File: src/rtl/fetch_redirect_unit.sv
// IF-stage PC generator and fetch buffer. Issues sequential imem reads, queues {pc,instr}
// for ID, and applies decode redirects by retargeting the PC and discarding stale responses.
module fetch_redirect_unit #(
    parameter logic [31:0] RESET_PC = 32'h0000_0000,
    parameter int          FB_DEPTH = 2
) (
    input  logic        clk,
    input  logic        rst_n,
    input  logic        redirect_i,
    input  logic [31:0] redirect_pc,
    output logic        imem_req,
    output logic [31:0] imem_addr,
    input  logic        imem_ready,
    input  logic        imem_rvalid,
    input  logic [31:0] imem_rdata,
    output logic        if_valid,
    output logic [31:0] if_pc,
    output logic [31:0] if_instr,
    input  logic        id_ready,
    output logic        flush_o
);
    localparam int PW = (FB_DEPTH > 1) ? $clog2(FB_DEPTH) : 1;
    localparam int CW = $clog2(FB_DEPTH + 1);

    localparam logic [1:0] ST_BOOT  = 2'd0;
    localparam logic [1:0] ST_RUN   = 2'd1;
    localparam logic [1:0] ST_DRAIN = 2'd2;

    logic [1:0]    state_q, state_d;
    logic [31:0]   pc_q, pc_d;
    logic [CW-1:0] inflight_q, inflight_d;
    logic [CW-1:0] discard_q, discard_d;
    logic [CW-1:0] cnt_q, cnt_d;
    logic [PW-1:0] fb_hd_q, fb_hd_d, fb_tl_q, fb_tl_d;
    logic [PW-1:0] iq_hd_q, iq_hd_d, iq_tl_q, iq_tl_d;

    logic [31:0] fb_pc_q    [FB_DEPTH];
    logic [31:0] fb_instr_q [FB_DEPTH];
    logic [31:0] iq_pc_q    [FB_DEPTH];

    logic        accept, push, pop;
    logic [CW:0] occ;
    logic        unused_pc_lsb;

    function automatic logic [PW-1:0] nxt(input logic [PW-1:0] p);
        return (p == PW'(FB_DEPTH - 1)) ? '0 : p + 1'b1;
    endfunction

    assign unused_pc_lsb = ^redirect_pc[1:0];

    assign if_valid  = (cnt_q != '0);
    assign if_pc     = if_valid ? fb_pc_q[fb_hd_q] : '0;
    assign if_instr  = if_valid ? fb_instr_q[fb_hd_q] : '0;
    assign imem_addr = pc_q;
    assign flush_o   = redirect_i;

    assign pop  = if_valid & id_ready & ~redirect_i;
    assign push = imem_rvalid & (discard_q == '0) & ~redirect_i;

    // A slot freed by this cycle's pop is reusable at once; needed for 1 word/cycle.
    assign occ      = {1'b0, inflight_q} + {1'b0, cnt_q} - {{CW{1'b0}}, pop};
    assign imem_req = (state_q != ST_BOOT) & ~redirect_i & (occ < (CW+1)'(FB_DEPTH));
    assign accept   = imem_req & imem_ready;

    always_comb begin
        state_d    = state_q;
        pc_d       = accept ? pc_q + 32'd4 : pc_q;
        inflight_d = inflight_q + CW'(accept) - CW'(imem_rvalid);
        discard_d  = discard_q;
        cnt_d      = cnt_q + CW'(push) - CW'(pop);
        fb_hd_d    = pop  ? nxt(fb_hd_q) : fb_hd_q;
        fb_tl_d    = push ? nxt(fb_tl_q) : fb_tl_q;
        iq_hd_d    = imem_rvalid ? nxt(iq_hd_q) : iq_hd_q;
        iq_tl_d    = accept ? nxt(iq_tl_q) : iq_tl_q;
        if (imem_rvalid && discard_q != '0)
            discard_d = discard_q - 1'b1;
        case (state_q)
            ST_BOOT:  state_d = ST_RUN;
            ST_DRAIN: if (discard_d == '0) state_d = ST_RUN;
            default:  ;
        endcase
        // The in-flight PC queue keeps advancing: stale entries retire with their responses.
        if (redirect_i) begin
            pc_d      = {redirect_pc[31:2], 2'b00};
            discard_d = inflight_q - CW'(imem_rvalid);
            cnt_d     = '0;
            fb_hd_d   = '0;
            fb_tl_d   = '0;
            state_d   = (discard_d != '0) ? ST_DRAIN : ST_RUN;
        end
    end

    always_ff @(posedge clk or negedge rst_n) begin
        if (!rst_n) begin
            state_q    <= ST_BOOT;
            pc_q       <= RESET_PC;
            inflight_q <= '0;
            discard_q  <= '0;
            cnt_q      <= '0;
            fb_hd_q    <= '0;
            fb_tl_q    <= '0;
            iq_hd_q    <= '0;
            iq_tl_q    <= '0;
        end else begin
            state_q    <= state_d;
            pc_q       <= pc_d;
            inflight_q <= inflight_d;
            discard_q  <= discard_d;
            cnt_q      <= cnt_d;
            fb_hd_q    <= fb_hd_d;
            fb_tl_q    <= fb_tl_d;
            iq_hd_q    <= iq_hd_d;
            iq_tl_q    <= iq_tl_d;
        end
    end

    always_ff @(posedge clk) begin
        if (accept)
            iq_pc_q[iq_tl_q] <= pc_q;
        if (push) begin
            fb_pc_q[fb_tl_q]    <= iq_pc_q[iq_hd_q];
            fb_instr_q[fb_tl_q] <= imem_rdata;
        end
    end
endmodule

File: config.mk
export PLATFORM = sky130hd
export DESIGN_NAME = fetch_redirect_unit
export DESIGN_NICKNAME = d
export VERILOG_FILES = /design/src/rtl/fetch_redirect_unit.sv
export SDC_FILE = /design/constraint.sdc
export NUM_CORES = 1
export LEC_CHECK = 0
export BUFFER_PORTS_ARGS = -buffer_cell sky130_fd_sc_hd__buf_2
export CORE_MARGIN = 10
export CORE_UTILIZATION = 56
export CTS_CLUSTER_DIAMETER = 80
export DETAILED_ROUTE_END_ITERATION = 7
export PLACE_DENSITY = 0.77
export SYNTH_ARGS = -nofsm -noshare
export SYNTH_HDL_FRONTEND = slang
export SYNTH_SLANG_ARGS = --single-unit
File: constraint.sdc
create_clock -name clk -period 5.01 [get_ports clk]
set_input_delay 0.2505 -clock clk [delete_from_list [all_inputs] [get_ports clk]]
set_output_delay 0.2505 -clock clk [all_outputs]
set_load 0.01 [all_outputs]
## After elaboration in Yosys (flattened, before gate mapping)

Memories as Yosys holds them, arrays and structs flattened.
Index checks and enable logic that the tools add are counted.

- Add/sub/neg operators: 13
- Magnitude comparators: 1
- Eq/ne operators: 2
- Mux-type cells: 23
- Bitwise logic cells: 8
- Reductions and logical operators: 13

Operator list:

| operator | count |
|---|---|
| $mux W32 | 4 |
| $add A32 B3 Y32 const B | 1 |
| $reduce_bool A2 Y1 | 7 |
| $mux W1 | 12 |
| $mux W2 | 6 |
| $and A1 B1 Y1 | 7 |
| $logic_not A2 Y1 | 3 |
| $sub A2 B1 Y2 | 3 |
| $add A1 B1 Y1 const B | 4 |
| $add A2 B1 Y2 | 2 |
| $pmux W2 S2 | 1 |
| $add A2 B2 Y3 | 1 |
| $lt A3 B2 Y1 const B | 1 |
| $ne A3 B3 Y1 const B | 1 |
| $reduce_bool A3 Y1 | 1 |
| $sub A3 B1 Y3 | 1 |
| $eq A2 B2 Y1 const B | 1 |
| $reduce_and A2 Y1 | 1 |
| $sub A2 B1 Y2 const B | 1 |
| $logic_and A1 B1 Y1 | 1 |
| $not A1 Y1 | 1 |

- Register bits: 44
- Memory bits (writable): 192
- Input port bits: 70
- Memories kept: 3

Memory list:

| name | words | bits a word | read ports | clocked after memory_dff | wr ports | RTL line | source |
|---|---|---|---|---|---|---|---|
| fb_instr_q | 2 | 32 | 1 | 0 | 1 | 38 | `logic [31:0] fb_instr_q [FB_DEPTH];` |
| fb_pc_q | 2 | 32 | 1 | 0 | 1 | 37 | `logic [31:0] fb_pc_q [FB_DEPTH];` |
| iq_pc_q | 2 | 32 | 1 | 0 | 1 | 39 | `logic [31:0] iq_pc_q [FB_DEPTH];` |

## Depth between registers and ports, before layout

Gate-level depths: netlist (run 1).

- Depth after elaboration: 9
- Gate-level depth with buffers: 15
- Gate-level depth less buffers: 14

## Least setup slack after synthesis (run 1)

Ideal clock, no wire load.

- Kind: register -> register
- From: reg cnt_q[1]
- To: mem iq_pc_q[1][10], enable pin
- Library setup time: 0.417 ns
- Arrival time: 3.806 ns
- Path slack: 0.787 ns
- Stages on the path, launching flop included: 12
- Buffers on the path: 1
- Period minus slack after synthesis: 4.223 ns
- Cells stage by stage: dfrtp_1 > nor2_1 > inv_1 > nand2_1 > nor2_1 > ha_1 > nand2b_1 > fa_1 > o211ai_1 > or3_1 > clkbuf_1 > nor2_1

- Longest elaborated chain between the ends: 9
- Elaborated cells between the ends (all ways): 10
- Classes of those cells: add/sub (2); order compare (1); mux (2); bitwise (4); reduce/logical (1)

RTL lines:

| element | RTL line | source |
|---|---|---|
| from (decl) | 33 | `logic [CW-1:0] cnt_q, cnt_d;` |
| from (signal assigned) | 109 | `cnt_q <= cnt_d;` |
| $reduce_bool A2 Y1 | 51 | `assign if_valid = (cnt_q != '0);` |
| via if_valid | 16 | `output logic if_valid,` |
| $and A1 B1 Y1 (2 in a row) | 57 | `assign pop = if_valid & id_ready & ~redirect_i;` |
| $sub A3 B1 Y3 | 61 | `assign occ = {1'b0, inflight_q} + {1'b0, cnt_q} - {{CW{1'b0}}, pop};` |
| $lt A3 B2 Y1 | 62 | `assign imem_req = (state_q != ST_BOOT) & ~redirect_i & (occ < (CW+1)'(FB_DEPTH));` |
| $and A1 B1 Y1 | 62 |  |
| $and A1 B1 Y1 | 63 | `assign accept = imem_req & imem_ready;` |
| $mux W1 | 118 | `if (accept)` |
| $mux W1 (implied by the code) | 119 | `iq_pc_q[iq_tl_q] <= pc_q;` |
| to (decl) | 39 |  |

The timed path passes the listed nets, and every way through them passes these cells.

## Worst setup path in the final report (run 1)

- From: reg cnt_q[1]
- To: reg pc_q[15], in the netlist imem_addr[15]

- Longest elaborated chain between the ends: 8
- Elaborated cells between the ends (all ways): 9
- Classes of those cells: add/sub (2); order compare (1); bitwise (4); reduce/logical (2)

RTL lines:

| element | RTL line | source |
|---|---|---|
| $reduce_bool A2 Y1 | 51 |  |
| $and A1 B1 Y1 (2 in a row) | 57 |  |
| $sub A3 B1 Y3 (*) | 61 |  |
| $lt A3 B2 Y1 (*) | 62 |  |
| $and A1 B1 Y1 (*) | 62 |  |
| $and A1 B1 Y1 (*) | 63 |  |
| $reduce_bool A2 Y1 (no line) (*) | -- |  |
| to (signal assigned) | 106 | `pc_q <= pc_d;` |
| to (decl) | 30 | `logic [31:0] pc_q, pc_d;` |

Mark *: on every way between the ends. The rest lies on a longest branch, timed or not.
A chain may end at the register's enable or synchronous reset.

==> out/metrics.csv, run 1 <==
stage;metric;value;unit
status;status;finished clean;
clocking;cts_sinks;226;
yosys;synth-async-reset-ratio;18.6;%
drt;wl_per_cell;18.8;um
grt;grt_pass1_wl;32300;um
layout;post_route_cells_drive_above_1_share;28.9;%
setup_path;startpoint;cnt_q[1]$_DFF_PN0_;
floorplan;die_h;149;um
sta;rsz0062_at_grt;false;
sta;layout_min_cycle_time;3460;ps
layout;antenna_cells;0;
placement;place_hpwl;13300;um
setup_path;crit_type;flip-flop to flip-flop;
setup_path;r2r_start;cnt_q[1]$_DFF_PN0_;
setup_path;required;5380;ps
floorplan;core_area;0.0165;mm^2
setup_path;critPathMaxFanout;12;
sta;relSlewSlack;24.4;%
yosys;synthCells;627;
yosys;syn_area;0.00932;mm^2
yosys;ys.flop_type;edfxtp_1;
power;p_per_area;437;mW/mm^2
yosys;ys_seq_area_share;70.6;%
hold_path;holdCritStartpoint;redirect_pc[5];
grt;antenna_found_initial;0;
layout;layout.nets;931;
drt;detail_route.wirelength;20400;um
sta;tightest_slew;1130;ps
yosys;synth_area_leaders;edfxtp_1 (59%), dfrtp_1 (11%), mux2i_1 (7.0%), mux2_2 (4.3%), nor2_1 (3.1%);
clocking;post_cts_buffers;0;
sta;slew_violations;0;
sta;skew;9.48;ps
power;power.switching;1.43;mW
placement;finalWeightedCongestion;0.830;
job;cap_violations;0;
setup_path;crit_arrival;3830;ps
power;pwr-share-seq;48.7;%
layout;post-route-util;70.5;%
power;cellLeakagePower;4.37;nW
power;ir_worst_vdd;0.330;mV
power;p_int;3.65;mW
clocking;cts_buffers;23;
clocking;h-tree-depth;1;
yosys;synth.cells.most_frequent;edfxtp_1 (184), nor2_1 (78), mux2i_1 (65);
sta;whs;10.1;ps
yosys;synth-edff-count;184;
grt;grt_use_total;18.1;%
yosys;yosysUniqueCellTypes;37;
sta;finalSetupViolCount;0;
clocking;clkSlewWorstSetupHoldPaths;60;ps
power;p_clk_share;30.0;%
floorplan;rows;47;
clocking;clk-insertion-delay-late;490;ps
power;p_sw_share;28.1;%
clocking;cts_buffer_depth;3;
setup_path;cp-end-kind;flip-flop;
clocking;cts_tree;done;
grt;grt_pass1_vias;6105;
drt;drtIter0Drc;514;
yosys;synthMostInstantiatedCell;edfxtp_1;
drt;post_drt_via_cell_ratio;5.40;
power;comb_power_share;21.3;%
grt;grt_max_degree;68;
yosys;syn_area_per_cell;14.9;um^2
clocking;ctsResizeCount;0;
yosys;synth_seq_cells;226;
yosys;synth_top_area_share;59.3;%
drt;first_pass_iters;6;
floorplan;die_area;0.0222;mm^2
sta;fin_setup_tns;0;ps
floorplan;ios;169;
placement;port_buffers;162;
clocking;hold_buffers;56;
yosys;yosys.area.top_type;edfxtp_1;
yosys;yosys_warnings;0;
hold_path;min_path_type;primary input to flip-flop;
setup_path;cp-start-kind;flip-flop;
floorplan;initial_core_util;56.6;%
layout;syn_to_final_growth;24.5;%
drt;drc;0;
grt;gr-total-overflow;0;
sta;hold_violations;0;
floorplan;die_x;149;um
drt;ant_nets;0;
sta;period_share;69.0;%
clocking;root_buffer;clkbuf_16;
drt;vias;5861;
sta;fmax;289;MHz
layout make-up:
cell class	count	area, um^2
flip-flops and latches	226	6580
fillers	1106	4860
multi-input cells	359	2590
repair buffers	228	1450
clock buffers	27	591
well taps	220	275
clock inverters	12	76.3
inverters	13	48.8
kinds of logic after synthesis:
logic type / count (synthesis) / share of synthesized area, %
xor gates and xnor gates: 40 / 3.76
other: 1 / 0.0402
muxes: 101 / 11.3
DFF: 226 / 70.6
AOI/OAI and AO/OA: 29 / 1.61
adders and majority gates: 10 / 1.42
buffers and inverters: 45 / 2.07
and+or+nand+nor: 175 / 9.21
power by group through the flow:
stage / combinational, mW / clock, mW / sequential [mW]
2_1_floorplan: 0.737 / 0 / 2.43
3_3_place_gp: 1.01 / 0 / 2.49
3_5_place_dp: 1.05 / 0 / 2.51
4_1_cts: 1.09 / 1.56 / 2.48
5_1_grt: 1.20 / 1.62 / 2.50
6_report: 1.08 / 1.52 / 2.47
state kept, by name (all words and copies together), names as in the netlist:
name        flops
fb_instr_q     64
fb_pc_q        60
iq_pc_q        60
imem_addr      30
cnt_q           2
discard_q       2
inflight_q      2
state_q         2
fb_hd_q         1
fb_tl_q         1
iq_hd_q         1
iq_tl_q         1
stage by stage:
step	total power [mW]	instance area (um^2)	instances	setup slack (ps)
after floorplan	3.16	9330	630	787
after global placement	3.50	10400	990	1670
after detailed placement	3.56	10400	990	1590
after CTS	5.13	11600	1085	1560
after global routing	5.32	11600	1085	1350
final	5.08	11600	1085	1550
worst paths after layout:
path / slack (ps) / end / cells past startpoint
setup / recovery: 1550 / imem_addr[15]$_DFFE_PN0P_ / 12
max in group asynchronous: 3840 / fb_hd_q$_DFFE_PN0P_ / 2
setup reg to reg: 1550 / imem_addr[15]$_DFFE_PN0P_ / 12
hold reg to reg: 520 / iq_pc_q[0][31]$_DFFE_PP_ / 0
min in group asynchronous: 460 / imem_addr[29]$_DFFE_PN0P_ / 2
hold / removal: 10 / imem_addr[5]$_DFFE_PN0P_ / 2
cells in the final DEF (no fill, tap or decap), types with 2 or more instances in the layout:
cell / count
ha_1: 9
clkbuf_16: 23
nand3_1: 17
nor2_1: 73
nand4_1: 9
nor3_1: 7
nor2_2: 2
nor4_1: 2
buf_4: 10
nand2b_1: 2
xnor2_1: 23
conb_1: 4
edfxtp_1: 184
xor2_1: 17
inv_1: 13
o21ai_1: 12
dfrtp_1: 41
and4_1: 5
buf_2: 162
nand2_1: 34
mux2_2: 36
nor4_2: 6
and3_1: 5
clkbuf_1: 4
dlygate4sd3_1: 56
mux2i_1: 65
clkinv_1: 9
nor2b_1: 2
nor2_4: 3
o21ai_0: 15
critical path: stages, from the launching register on:
cell	delay, ps
dfrtp_1	420
nor2_4	120
inv_1	50
nand2_1	100
nor2_1	70
ha_1	260
nand2b_1	160
fa_1	510
o211ai_1	160
nor2_1	830
nand3_1	190
xnor2_1	190
mux2_2	270
layer usage:
layer  vias to the layer above  track usage (%)  routed length [um]
li1                       2731                -                   -
met1                      2858             22.3                8210
met2                       230             30.4                9860
met3                        42             4.70                1760
met4                         0             5.94                 536
met5                         -                0                   0
Power figures use the tool's default switching activity.
==> run 2: changes to the inputs <==
clock period = 3.6 ns   (was 5.01 ns; I/O delays follow)
==> run 2 against run 1 <==
Core utilization up 0.80 points; sequential power up 39%; non-clock buffer count up 10; clock skew up 2.5 ps; global-route usage down 0.076 points; die area unchanged; sequential share of layout area down 0.63 points.
==> out/metrics.csv, run 2 (synthesis gave the netlist of run 1 again) <==
stage;metric;value;unit
job;cap_violations;0;
drt;post_drt_via_cell_ratio;5.29;
clocking;hold_buffers;64;
layout;final_cell_area;0.0117;mm^2
sta;relSlewSlack;23.8;%
placement;dp_worst_setup_slack;333;ps
grt;grt_pass1_vias;5980;
setup_path;crit_arrival;3710;ps
clocking;h-tree-depth;1;
power;pwr-share-seq;48.2;%
grt;gr-total-overflow;0;
sta;skew;12.0;ps
layout;fill_cells;1099;
grt;grt_max_degree;68;
drt;drtIter0Drc;397;
setup_path;cp-end-kind;flip-flop;
layout;multi_input_area;0.00260;mm^2
layout;post-route-util;71.3;%
drt;detail_route.wirelength;20400;um
floorplan;die_area;0.0222;mm^2
sta;whs;62.3;ps
grt;grt_pass1_wl;32000;um
clocking;post_cts_buffers;0;
layout;fin_cells;1097;
clocking;clk-insertion-delay-late;500;ps
drt;ant_nets;0;
setup_path;critPathMaxFanout;4;
layout;layout.nets;941;
setup_path;r2r-end;inflight_q[1]$_DFF_PN0_;
clocking;ctsResizeCount;0;
setup_path;cp-start-kind;flip-flop;
hold_path;hold_end;fb_hd_q$_DFFE_PN0P_;
clocking;cts_buffer_depth;3;
layout;largest_registers;fb_instr_q x64, fb_pc_q x60, iq_pc_q x60;
sta;layout_min_cycle_time;3290;ps
power;power.switching;2.02;mW
hold_path;min_path_type;primary input to flip-flop;
layout;largest_reg_flops;64;
placement;port_buffers;162;
power;comb_power_share;21.8;%
sta;fmax;304;MHz
drt;vias;5805;
clocking;clkSlewWorstSetupHoldPaths;60;ps
layout;post_route_cells_drive_above_1_share;29.4;%
setup_path;rr_worst_depth;14;
drt;first_pass_iters;5;
sta;setup_slack;307;ps
power;p_clk_share;30.0;%
floorplan;core_area;0.0165;mm^2
layout;regArea;0.00658;mm^2
sta;period_share;91.5;%
clocking;cts_buffers;23;
clocking;root_buffer;clkbuf_16;
layout;final_common_cell;edfxtp_1;
sta;tightest_slew;1140;ps
power;p_sw_share;28.4;%
layout;antenna_cells;0;
setup_path;r2r_start;cnt_q[1]$_DFF_PN0_;
layout;final_cell_mix;edfxtp_1 (184), buf_2 (162), nor2_1 (73);
floorplan;initial_core_util;56.6;%
floorplan;rows;47;
drt;drc;0;
placement;place_hpwl;13200;um
setup_path;r2r_slack;310;ps
power;ir_worst_vdd;0.420;mV
sta;rsz0062_at_grt;false;
power;p_per_area;606;mW/mm^2
grt;grt_use_total;18.0;%
sta;slew_violations;0;
sta;fin_setup_tns;0;ps
floorplan;ios;169;
power;p_total;7.11;mW
drt;wl_per_cell;18.6;um
setup_path;crit_type;flip-flop to flip-flop;
sta;finalSetupViolCount;0;
floorplan;die_h;149;um
power;cellLeakagePower;4.43;nW
hold_path;min_path_cells;4;
sta;hold_violations;0;
floorplan;die_x;149;um
clocking;cts_sinks;226;
hold_path;holdCritStartpoint;id_ready;
layout;syn_to_final_growth;26.0;%
placement;place_area;0.0104;mm^2
placement;finalWeightedCongestion;0.843;
clocking;cts_tree;done;
layout;regMostFlops;fb_instr_q;
setup_path;required;4020;ps
status;status;finished clean;
placement;dpl.cell_count;992;
power;p_int;5.09;mW
grt;antenna_found_initial;0;
## run 2: cell count changes in the layout (fill, tap and decap cells not counted), sizes merged
| cell | previous run | this run |
|---|---|---|
| bufinv | 1 | 0 |
| clkinvlp | 1 | 2 |
| clkbuf | 27 | 31 |
| clkinv | 10 | 7 |
| inv | 13 | 14 |
| buf | 172 | 174 |
| dlygate4sd3 | 56 | 64 |
## run 2: layer usage
layer  track usage, %  wire [um]
met5                0          0
met4             5.69        456
met3             4.58       1480
met2             30.0      10000
met1             22.6       8400
## run 2: how the worst max path moves through the flow
stage                                 startpoint                          to  slack (ps)  cells after the start
after floorplan           discard_q[0]$_DFF_PN0_  fb_instr_q[0][0]$_DFFE_PP_        -420                      5
after global placement        cnt_q[1]$_DFF_PN0_     inflight_q[1]$_DFF_PN0_         440                     14
after detailed placement      cnt_q[1]$_DFF_PN0_     inflight_q[1]$_DFF_PN0_         330                     14
after CTS                     cnt_q[1]$_DFF_PN0_     inflight_q[1]$_DFF_PN0_         310                     14
after global routing          cnt_q[1]$_DFF_PN0_     inflight_q[1]$_DFF_PN0_          70                     14
final                         cnt_q[1]$_DFF_PN0_     inflight_q[1]$_DFF_PN0_         310                     14
## run 2: final cells by class
class / instances / area share [%]
inverter: 13 / 0.416
timing repair buffer: 238 / 13.2
tap: 220 / 2.34
sequential: 226 / 56.1
multi-input combinational: 359 / 22.1
clock buffer: 31 / 5.33
clock inverter: 10 / 0.469
## run 2: worst max-delay path, cell delays in order (launching register included)
cell	delay [ps]
dfrtp_1	430
nor2_4	140
inv_1	60
nand2_1	90
nor2_1	70
ha_1	260
nand2b_1	150
fa_1	500
o211ai_1	160
or3_1	480
ha_1	330
inv_1	40
ha_1	180
xnor2_1	170
xnor2_1	140
## run 2: power by group through the flow
stage               clock network (mW)  logic [mW]  registers, mW
floorplan                            0        1.03           3.38
global placement                     0        1.44           3.46
detailed placement                   0        1.50           3.48
CTS                               2.18        1.56           3.43
global route                      2.30        1.71           3.46
finish                            2.13        1.55           3.43
